`src/rtl/alu_op_sequencer_if.sv`:
```
// Command, result and ALU-drive signals shared by the sequencer and whoever
// owns the datapath control and the ALU instance.
interface alu_op_sequencer_if #(
  parameter int WIDTH   = 8,
  parameter int SHAMT_W = 3
);
  logic               cmd_valid;
  logic               cmd_ready;
  logic [2:0]         cmd_op;
  logic [WIDTH-1:0]   cmd_a;
  logic [WIDTH-1:0]   cmd_b;
  logic [SHAMT_W-1:0] cmd_shamt;

  logic [WIDTH-1:0]   alu_a;
  logic [WIDTH-1:0]   alu_b;
  logic [2:0]         alu_select;
  logic               alu_c_in;
  logic [WIDTH:0]     alu_y;

  logic               res_valid;
  logic [WIDTH-1:0]   res_data;
  logic               res_carry;

  modport slave (
    input  cmd_valid, cmd_op, cmd_a, cmd_b, cmd_shamt, alu_y,
    output cmd_ready, alu_a, alu_b, alu_select, alu_c_in,
           res_valid, res_data, res_carry
  );

  modport master (
    output cmd_valid, cmd_op, cmd_a, cmd_b, cmd_shamt, alu_y,
    input  cmd_ready, alu_a, alu_b, alu_select, alu_c_in,
           res_valid, res_data, res_carry
  );
endinterface

```
`src/rtl/alu_op_sequencer.sv`:
```
// Sequences high-level ops onto a 3-bit-select ALU: single-cycle ops, iterated
// 1-bit shifts, and shift-add multiply; returns a registered result strobe.
module alu_op_sequencer #(
  parameter int WIDTH   = 8,
  parameter int SHAMT_W = 3
) (
  input  logic                clk,
  input  logic                rst,
  alu_op_sequencer_if.slave   bus
);
  localparam int CW_MUL = $clog2(WIDTH + 1);
  localparam int CNT_W  = (SHAMT_W > CW_MUL) ? SHAMT_W : CW_MUL;

  localparam logic [2:0] OP_ADD = 3'd0, OP_SUB = 3'd1, OP_AND = 3'd2, OP_OR = 3'd3,
                         OP_XOR = 3'd4, OP_SLL = 3'd5, OP_SRL = 3'd6, OP_MUL = 3'd7;

  typedef enum logic [2:0] {IDLE, EXEC, SHIFT, MUL_ADD, MUL_SHIFT, DONE} state_t;

  state_t           state;
  logic [2:0]       op;
  logic [WIDTH-1:0] acc, mcand, mplier;
  logic [CNT_W-1:0] count;
  logic [3:0]       opc;
  logic [WIDTH-1:0] drv_a, drv_b;
  logic [WIDTH-1:0] y_lo;
  logic             is_shift;

  assign bus.cmd_ready  = (state == IDLE) && !rst;
  assign bus.alu_select = opc[3:1];
  assign bus.alu_c_in   = opc[0];
  assign bus.alu_a      = drv_a;
  assign bus.alu_b      = drv_b;
  assign y_lo           = bus.alu_y[WIDTH-1:0];
  assign is_shift       = (bus.cmd_op == OP_SLL) || (bus.cmd_op == OP_SRL);

  // In EXEC, mcand/mplier simply hold operands A/B.
  always_comb begin
    opc   = 4'b1110;
    drv_a = '0;
    drv_b = '0;
    case (state)
      EXEC: begin
        drv_a = mcand;
        drv_b = mplier;
        case (op)
          OP_ADD:  opc = 4'b0010;
          OP_SUB:  opc = 4'b0101;
          OP_AND:  opc = 4'b1000;
          OP_OR:   opc = 4'b1001;
          OP_XOR:  opc = 4'b1010;
          default: opc = 4'b0000;
        endcase
      end
      SHIFT: begin
        drv_a = acc;
        opc   = (op == OP_SRL) ? 4'b1101 : 4'b1100;
      end
      MUL_ADD: begin
        drv_a = acc;
        drv_b = mcand;
        opc   = mplier[0] ? 4'b0010 : 4'b0000;
      end
      MUL_SHIFT: begin
        drv_a = mcand;
        opc   = 4'b1100;
      end
      default: ;
    endcase
  end

  always_ff @(posedge clk) begin
    if (rst) begin
      state         <= IDLE;
      op            <= '0;
      acc           <= '0;
      mcand         <= '0;
      mplier        <= '0;
      count         <= '0;
      bus.res_valid <= 1'b0;
      bus.res_data  <= '0;
      bus.res_carry <= 1'b0;
    end else begin
      bus.res_valid <= 1'b0;
      case (state)
        IDLE: if (bus.cmd_valid) begin
          op     <= bus.cmd_op;
          mcand  <= bus.cmd_a;
          mplier <= bus.cmd_b;
          acc    <= '0;
          count  <= '0;
          if (is_shift && bus.cmd_shamt != '0) begin
            acc   <= bus.cmd_a;
            count <= CNT_W'(bus.cmd_shamt);
            state <= SHIFT;
          end else if (bus.cmd_op == OP_MUL) begin
            state <= MUL_ADD;
          end else begin
            state <= EXEC;
          end
        end
        EXEC: begin
          bus.res_data  <= y_lo;
          bus.res_carry <= (op == OP_ADD || op == OP_SUB) ? bus.alu_y[WIDTH] : 1'b0;
          bus.res_valid <= 1'b1;
          state         <= DONE;
        end
        SHIFT: begin
          acc   <= y_lo;
          count <= count - 1'b1;
          if (count == CNT_W'(1)) begin
            bus.res_data  <= y_lo;
            bus.res_carry <= 1'b0;
            bus.res_valid <= 1'b1;
            state         <= DONE;
          end
        end
        MUL_ADD: begin
          acc   <= y_lo;
          state <= MUL_SHIFT;
        end
        MUL_SHIFT: begin
          mcand  <= y_lo;
          mplier <= mplier >> 1;
          count  <= count + 1'b1;
          // acc is final here: the last MUL_ADD already happened.
          if (count == CNT_W'(WIDTH - 1)) begin
            bus.res_data  <= acc;
            bus.res_carry <= 1'b0;
            bus.res_valid <= 1'b1;
            state         <= DONE;
          end else begin
            state <= MUL_ADD;
          end
        end
        DONE:    state <= IDLE;
        default: state <= IDLE;
      endcase
    end
  end
endmodule

```
`src/flat_wrapper.sv`:
```
// flat-port wrapper written by rule: the top's interface ports become plain ports
module alu_op_sequencer_flat 
#(
  parameter int WIDTH   = 8,
  parameter int SHAMT_W = 3
)
  (clk, rst, bus_cmd_valid, bus_cmd_op, bus_cmd_a, bus_cmd_b, bus_cmd_shamt, bus_alu_y, bus_cmd_ready, bus_alu_a, bus_alu_b, bus_alu_select, bus_alu_c_in, bus_res_valid, bus_res_data, bus_res_carry);
  alu_op_sequencer_if #(.WIDTH(WIDTH), .SHAMT_W(SHAMT_W)) bus_i ();
  input  logic clk;
  input  logic rst;
  input wire logic [$bits(bus_i.cmd_valid)-1:0] bus_cmd_valid;
  input wire logic [$bits(bus_i.cmd_op)-1:0] bus_cmd_op;
  input wire logic [$bits(bus_i.cmd_a)-1:0] bus_cmd_a;
  input wire logic [$bits(bus_i.cmd_b)-1:0] bus_cmd_b;
  input wire logic [$bits(bus_i.cmd_shamt)-1:0] bus_cmd_shamt;
  input wire logic [$bits(bus_i.alu_y)-1:0] bus_alu_y;
  output wire logic [$bits(bus_i.cmd_ready)-1:0] bus_cmd_ready;
  output wire logic [$bits(bus_i.alu_a)-1:0] bus_alu_a;
  output wire logic [$bits(bus_i.alu_b)-1:0] bus_alu_b;
  output wire logic [$bits(bus_i.alu_select)-1:0] bus_alu_select;
  output wire logic [$bits(bus_i.alu_c_in)-1:0] bus_alu_c_in;
  output wire logic [$bits(bus_i.res_valid)-1:0] bus_res_valid;
  output wire logic [$bits(bus_i.res_data)-1:0] bus_res_data;
  output wire logic [$bits(bus_i.res_carry)-1:0] bus_res_carry;
  assign bus_i.cmd_valid = bus_cmd_valid;
  assign bus_i.cmd_op = bus_cmd_op;
  assign bus_i.cmd_a = bus_cmd_a;
  assign bus_i.cmd_b = bus_cmd_b;
  assign bus_i.cmd_shamt = bus_cmd_shamt;
  assign bus_i.alu_y = bus_alu_y;
  assign bus_cmd_ready = bus_i.cmd_ready;
  assign bus_alu_a = bus_i.alu_a;
  assign bus_alu_b = bus_i.alu_b;
  assign bus_alu_select = bus_i.alu_select;
  assign bus_alu_c_in = bus_i.alu_c_in;
  assign bus_res_valid = bus_i.res_valid;
  assign bus_res_data = bus_i.res_data;
  assign bus_res_carry = bus_i.res_carry;
  alu_op_sequencer #(.WIDTH(WIDTH), .SHAMT_W(SHAMT_W)) u_core (.clk(clk), .rst(rst), .bus(bus_i));
endmodule
```
`config.mk`:
```
export PLATFORM = sky130hd
export DESIGN_NAME = alu_op_sequencer_flat
export DESIGN_NICKNAME = d
export VERILOG_FILES = /design/src/rtl/alu_op_sequencer_if.sv /design/src/rtl/alu_op_sequencer.sv /design/src/flat_wrapper.sv
export SDC_FILE = /design/constraint.sdc
export NUM_CORES = 1
export LEC_CHECK = 0
export CELL_PAD_IN_SITES_DETAIL_PLACEMENT = 1
export CELL_PAD_IN_SITES_GLOBAL_PLACEMENT = 2
export CORE_AREA = 2 2 87 130
export DETAILED_ROUTE_END_ITERATION = 10
export DIE_AREA = 0 0 89 132
export GPL_TIMING_DRIVEN = 0
export PLACE_DENSITY = 0.77
export SLEW_MARGIN = 20
export SYNTH_ARGS = -nofsm -noshare
export SYNTH_HDL_FRONTEND = slang
export SYNTH_SLANG_ARGS = --single-unit
```
`constraint.sdc`:
```
create_clock -name clk -period 1.6 [get_ports clk]
set_input_delay 0.24 -clock clk [delete_from_list [all_inputs] [get_ports clk]]
set_output_delay 0.24 -clock clk [all_outputs]
set_load 0.05 [all_outputs]
```
==> results of run 1 <==
## per-layer routing
layer | share of wire (%) | GRT usage [%]
met5 | 0 | 0
met4 | 1.6 | 5.89
met3 | 2.9 | 2.07
met2 | 55 | 32.7
met1 | 40 | 22.7
## flip-flops by register name (all words and copies together), names as in the netlist
register	cells
u_core.bus.res_valid	1
u_core.bus.res_carry	1
u_core.count	4
u_core.bus.res_data	8
u_core.mplier	8
u_core.op	3
u_core.mcand	8
u_core.acc	8
u_core.state	3
## cells by family after synthesis
kind of cell,count (synthesis),share of synthesized area [%]
DFF,44,34.0
xor gates and xnor gates,3,1.01
AOI/OAI and AO/OA,96,26.4
and+or+nand+nor,122,22.3
adders and majority gates,3,1.45
buffers and inverters,36,7.43
muxes,19,7.43
## final cells by class
type                    instances  share of cell area [%]
flip-flops and latches         44                    18.5
clock buffers                   6                    2.89
multi-input cells             243                    47.0
well taps                     144                    3.75
inverters                       7                   0.547
plain buffers                  28                    6.28
repair buffers                 98                    20.7
clock inverters                 2                   0.313
## cell usage in the layout (no fill, tap or decap), types with 3 or more instances in the layout
master,instances
nand2_1,43
dfxtp_1,39
buf_6,38
clkdlybuf4s50_1,30
buf_4,26
nor2_1,24
a311oi_2,16
a21oi_1,14
nor2_4,13
a22oi_1,11
a21oi_2,11
a311oi_1,11
dlygate4sd2_1,10
o21ai_4,9
mux2i_4,8
mux2i_1,8
clkbuf_16,7
buf_8,7
inv_1,7
nand3_2,7
a22oi_2,5
clkbuf_1,5
nand2b_1,4
nand2_4,4
dfxtp_2,4
buf_12,3
nor3_4,3
nand3_1,3
## what timing repair did
item | 4_1_cts | 5_1_grt
gates resized for setup | 246 | 67
gates cloned | 1 | 1
setup endpoints to repair | 73 | 56
buffers inserted | 25 | 9
pin swaps | 35 | 23
hold endpoints to repair | 0 | 0
## how the worst max path moves through the flow
stage | to | cells past startpoint
detailed placement | bus_alu_a[5] | 7
CTS | bus_alu_select[0] | 8
floorplan | bus_alu_select[1] | 4
global placement | bus_alu_a[0] | 7
finish | bus_alu_c_in | 7
global route | bus_alu_c_in | 7
## stage by stage
stage	setup TNS (ns)	std cells	utilization (%)	hold WS (ns)	setup WS (ns)
floorplan	-0.142	323	-	0.376	-0.142
global placement	-31.11	530	34.3	0.466	-0.977
detailed placement	-31.33	530	34.3	0.480	-0.958
CTS	-5.39	563	41.6	0.463	-0.294
global route	-8.82	572	45.4	0.355	-0.337
finish	-6.41	572	45.4	0.333	-0.287
## power groups by stage
| stage | logic, mW | registers, mW | clock network (mW) |
|---|---|---|---|
| finish | 4.94 | 1.75 | 1.12 |
| CTS | 4.33 | 1.73 | 1.12 |
| global route | 5.20 | 1.79 | 1.16 |
| floorplan | 2.17 | 1.97 | 0 |
| detailed placement | 3.48 | 1.69 | 0 |
| global placement | 3.43 | 1.68 | 0 |
## worst max-delay path: cells and delay by family (launching register included)
family / cells / cell delay [ns]
buffers and inverters: 4 / 0.56
AOI/OAI and AO/OA: 1 / 0.18
and+or+nand+nor: 2 / 0.27
DFF: 1 / 0.33
==> run metrics, run 1 <==
number of buffers on the longest clock path=2; clk_skew=0.0108 ns; Worst Setup End Kind=output pin; Cell Area, Synth=0.00259 mm²; warnings from Yosys=0; Top FF cell, synth=dfxtp_1; fraction of layout cells with a size suffix above 1=45.8%; n_diodes=0; hold path cells=3; via count=2,958; Async SR Flop Fraction=0%; R2R depth=7; Comb power frac=63.3%; CTS tree=yes; PwrDens=1630 mW/mm²; count leader, synth=nand2_1; CP Launch Point=u_core.state[1]; post-synthesis cell type count=48; Remaining Overflow, GRT=0; Finish-stage setup viols=47; pin count of the biggest net entering global routing=15; Avg Inst Size Synth=8.03 µm²; maximum clock rate=530 MHz; root buf cell=clkbuf_16; share of the synthesized area in the top cell type=34.0%; Final nets=464; CTS HTree Levels=2; DIE WIDTH=89 µm; Startpoint Class=register; Sw Share=46.6%; Sequential Power Share=22.4%; Sequential cell area=890 µm²; unrepaired setup endpoints after global routing=yes; fillers=1,207; Max Cap Viol=0; status=finished, violations left; failing checks=negative setup slack; slowest stage delay, CP=0.33 ns; Clock power frac=14.3%; Skew-Pair Late Insertion Delay=0.30 ns; Final min period=1.89 ns; port bufs=63; Reg clk slew, reported paths=0.07 ns; io pins=65; Tcrit/Tclk final=118%; DR vias/cell=5.17; Hold Path End=u_core.op[1]; HPWL Detailed=7390 µm; top cells by area, synth=dfxtp_1 34%, a311oi_1 8.8%, nand2_1 7.1%; Psw=3.64 mW; Net Count, Synth=360; synth-to-layout area growth=85.3%; Core Area=0.0106 mm²; Worst Max-Slew Pin Slew=0.815 ns; Multi-input gate area=0.00226 mm²; gate count of the mapped netlist=323; setup ws final=-0.287 ns; HP Class=primary input to register; largest area contributor in the netlist=dfxtp_1; TritonCTS Sinks=44; Synth Register Bits=44; sequential element share of the synthesized area=34.0%; Site Rows=46; GP Congestion=0.751; hold path startpoint=bus_cmd_op[1]; Post-synth EDFFs=0; R2R Setup Slk=-0.26 ns; global-route wire length before repair=16,600 µm; Slew Viols, Final=0; Crit path required time=1.36 ns; cts hold-fix bufs=0; R2R Path End=u_core.bus.res_carry; worst setup path class=register to output pin; routed wire length=11,500 µm; Worst slew margin=45.7%; final design area excluding fillers=0.00480 mm²; CP Max Fanout=7; DRT Pass-1 Iters=4; Area after DPL=0.00363 mm²; synth cell count leaders=49 x nand2_1, 44 x dfxtp_1, 37 x nor2_1; die footprint=0.0117 mm²; GR Util All Layers=18.4%; maximum vdd drop=0.526 mV; critical path cell sequence=buf_6 > buf_8 > nor2b_4 > buf_8 > nand3b_1 > a21oi_4 > buf_6; Int Pwr=4.17 mW; worst path arrival time=1.65 ns; P_leak=1.72 nW; Total Power=7.81 mW; final hold viol count=0; vias in the first global route=2,994; WL per Instance=20.1 µm; post-route ant nets=0; Starting Density=24.5%; initial drt markers=142; chip height=132 µm; TritonCTS buffer count=5; DRC errors left=0; worst r2r src=u_core.state[1]; initial antenna violation count=0; critical path's slowest cell=dfxtp_2
Power figures use the tool's default switching activity.
==> inputs of run 2 (changes only) <==
- CELL_PAD_IN_SITES_DETAIL_PLACEMENT: 1 -> 2
==> run 2 against run 1 <==
Against the previous run:
- the run still ends with negative setup slack left
- global-route usage increased by 4.9 points
- final area is 12% higher
- die area is the same
- power increased by 18%
- first-iteration DRC count down 13%
- routed wire length grew 50%
- clock skew fell by 0.0012 ns
- utilization is 5.6 points higher
- combinational power is 25% higher
- setup slack lost 0.15 ns
- largest power group unchanged
- highest routed layer unchanged
==> run metrics, run 2 (synthesized netlist as in run 1, its figures left out) <==
number of buffers on the longest clock path=2 (unchanged); status=finished, violations left; initial antenna violation count=0 (unchanged); worst setup path class=register to output pin; Crit path required time=1.36 ns (about the same); hold slack=0.518 ns (+0.185 ns); final hold viol count=0 (unchanged); Starting Density=24.5% (unchanged); CP Max Fanout=6 (-1); TritonCTS buffer count=5 (unchanged); via count=3,329 (+13%); fraction of layout cells with a size suffix above 1=56.5% (+11 points); Slew Viols, Final=0 (unchanged); die footprint=0.0117 mm² (unchanged); final design area excluding fillers=0.00540 mm² (+12%); Placed Instances=530 (unchanged); worst r2r src=u_core.state[2]; global-route wire length before repair=20,600 µm (+24%); Max Cap Viol=0 (unchanged); Skew-Pair Late Insertion Delay=0.31 ns (about the same); P_leak=1.99 nW (+16%); root buf cell=clkbuf_16; CP Launch Point=u_core.state[2]; Remaining Overflow, GRT=0 (unchanged); Worst slew margin=38.2% (-7.5 points); Sw Share=48.4% (+1.8 points); final design utilization=51.0% (+5.6 points); Worst Setup End Kind=output pin; HPWL Detailed=7870 µm (+6.5%); Area after DPL=0.00363 mm² (unchanged); Comb power frac=66.9% (+3.6 points); PwrDens=1710 mW/mm² (+5.3%); clk_skew=0.00953 ns (-0.00122 ns); routed wire length=17,200 µm (+50%); Tcrit/Tclk final=127% (+9.4 points); io pins=65 (unchanged); DRC errors left=0 (unchanged); maximum vdd drop=0.626 mV (+19%); most frequent cells in the layout=39 x dfxtp_1, 38 x buf_6, 32 x buf_4, 32 x nand2_1, 32 x clkdlybuf4s50_1; Psw=4.48 mW (+23%); maximum clock rate=491 MHz (-7.4%); HP Class=register to register; n_diodes=0 (unchanged); failing checks=negative setup slack; slowest stage delay, CP=0.39 ns (+0.06 ns); commonest non-fill, non-tap cell in the layout=dfxtp_1; Final nets=487 (+5.0%); Core Area=0.0106 mm² (unchanged); Int Pwr=4.77 mW (+15%); Clock power frac=12.6% (-1.7 points); initial drt markers=124 (-13%); vias in the first global route=3,497 (+17%); unrepaired setup endpoints after global routing=yes; synth-to-layout area growth=108%; Worst Max-Slew Pin Slew=0.927 ns (+0.113 ns); critical path cell sequence=buf_12 > nor3b_4 > buf_6 > buf_12 > nand2_1 > o21ai_4 > buf_6; Sequential Power Share=20.5% (-1.9 points); Site Rows=46 (unchanged); DRT Pass-1 Iters=4 (unchanged); Total Power=9.25 mW (+18%); setup ws final=-0.437 ns (-0.150 ns); Finish-stage setup viols=64 (+36%); critical path's slowest cell=dfxtp_4; DR vias/cell=5.59 (+8.2%); worst path arrival time=1.80 ns (+0.15 ns); chip height=132 µm (unchanged); hold path startpoint=u_core.bus.res_carry; DIE WIDTH=89 µm (unchanged); Multi-input gate area=0.00252 mm² (+12%); Final min period=2.04 ns (+0.150 ns); port bufs=63 (unchanged); GR Util All Layers=23.4% (+4.9 points); pin count of the biggest net entering global routing=15 (unchanged); Placement Setup Slack=-1.00 ns (-0.0443 ns); CTS tree=yes; TritonCTS Sinks=44 (unchanged); Startpoint Class=register; GP Congestion=0.751 (unchanged); WL per Instance=29.0 µm (+44%); fillers=1,075 (-11%); Reg clk slew, reported paths=0.07 ns (about the same); post-route ant nets=0 (unchanged); cts hold-fix bufs=0 (unchanged); CTS HTree Levels=2 (unchanged); Fin Setup TNS=-14.11 ns (-7.70 ns); Post-Layout Cell Count=595 (+4.0%); Sequential cell area=897 µm² (+0.84%)
[run 2: what timing repair did]
item | CTS | global route
buffers inserted | 26 | 28
pin swaps | 26 | 57
setup endpoints to repair | 73 | 65
gates cloned | 3 | 4
gates resized for setup | 260 | 131
[run 2: layout make-up]
class	count	area share (%)
well taps	144	3.34
clock inverters	2	0.278
multi-input cells	243	46.7
inverters	7	0.486
plain buffers	27	6.09
clock buffers	6	2.57
flip-flops and latches	44	16.6
repair buffers	122	23.9
[run 2: worst paths after layout]
path	end	slack [ns]	cells after the start
worst max-delay path	bus_alu_a[1]	-0.44	7
worst min-delay path	u_core.bus.res_carry	0.52	2
worst max register to register	u_core.acc[6]	-0.34	7
worst min register to register	u_core.bus.res_carry	0.52	2
[run 2: layer usage]
layer	global-route usage, %	share of wire (%)	vias to the layer above
met2	43.8	54	136
li1	-	-	1443
met4	7.96	5.5	0
met5	0	0	-
met1	26.1	36	1697
met3	2.82	4.1	53
[run 2: worst max-delay path, delay by kind of cell, from the launching register on]
| family | cells | cell delay [ns] |
|---|---|---|
| buffers and inverters | 4 | 0.60 |
| DFF | 1 | 0.39 |
| AOI/OAI and AO/OA | 1 | 0.11 |
| and+or+nand+nor | 2 | 0.38 |
[run 2: power by group through the flow]
stage,logic [mW],clock network [mW],registers (mW)
floorplan,2.17,0,1.97
global placement,3.43,0,1.68
detailed placement,3.51,0,1.70
CTS,4.64,1.13,1.77
global route,6.42,1.22,1.93
finish,6.19,1.16,1.90
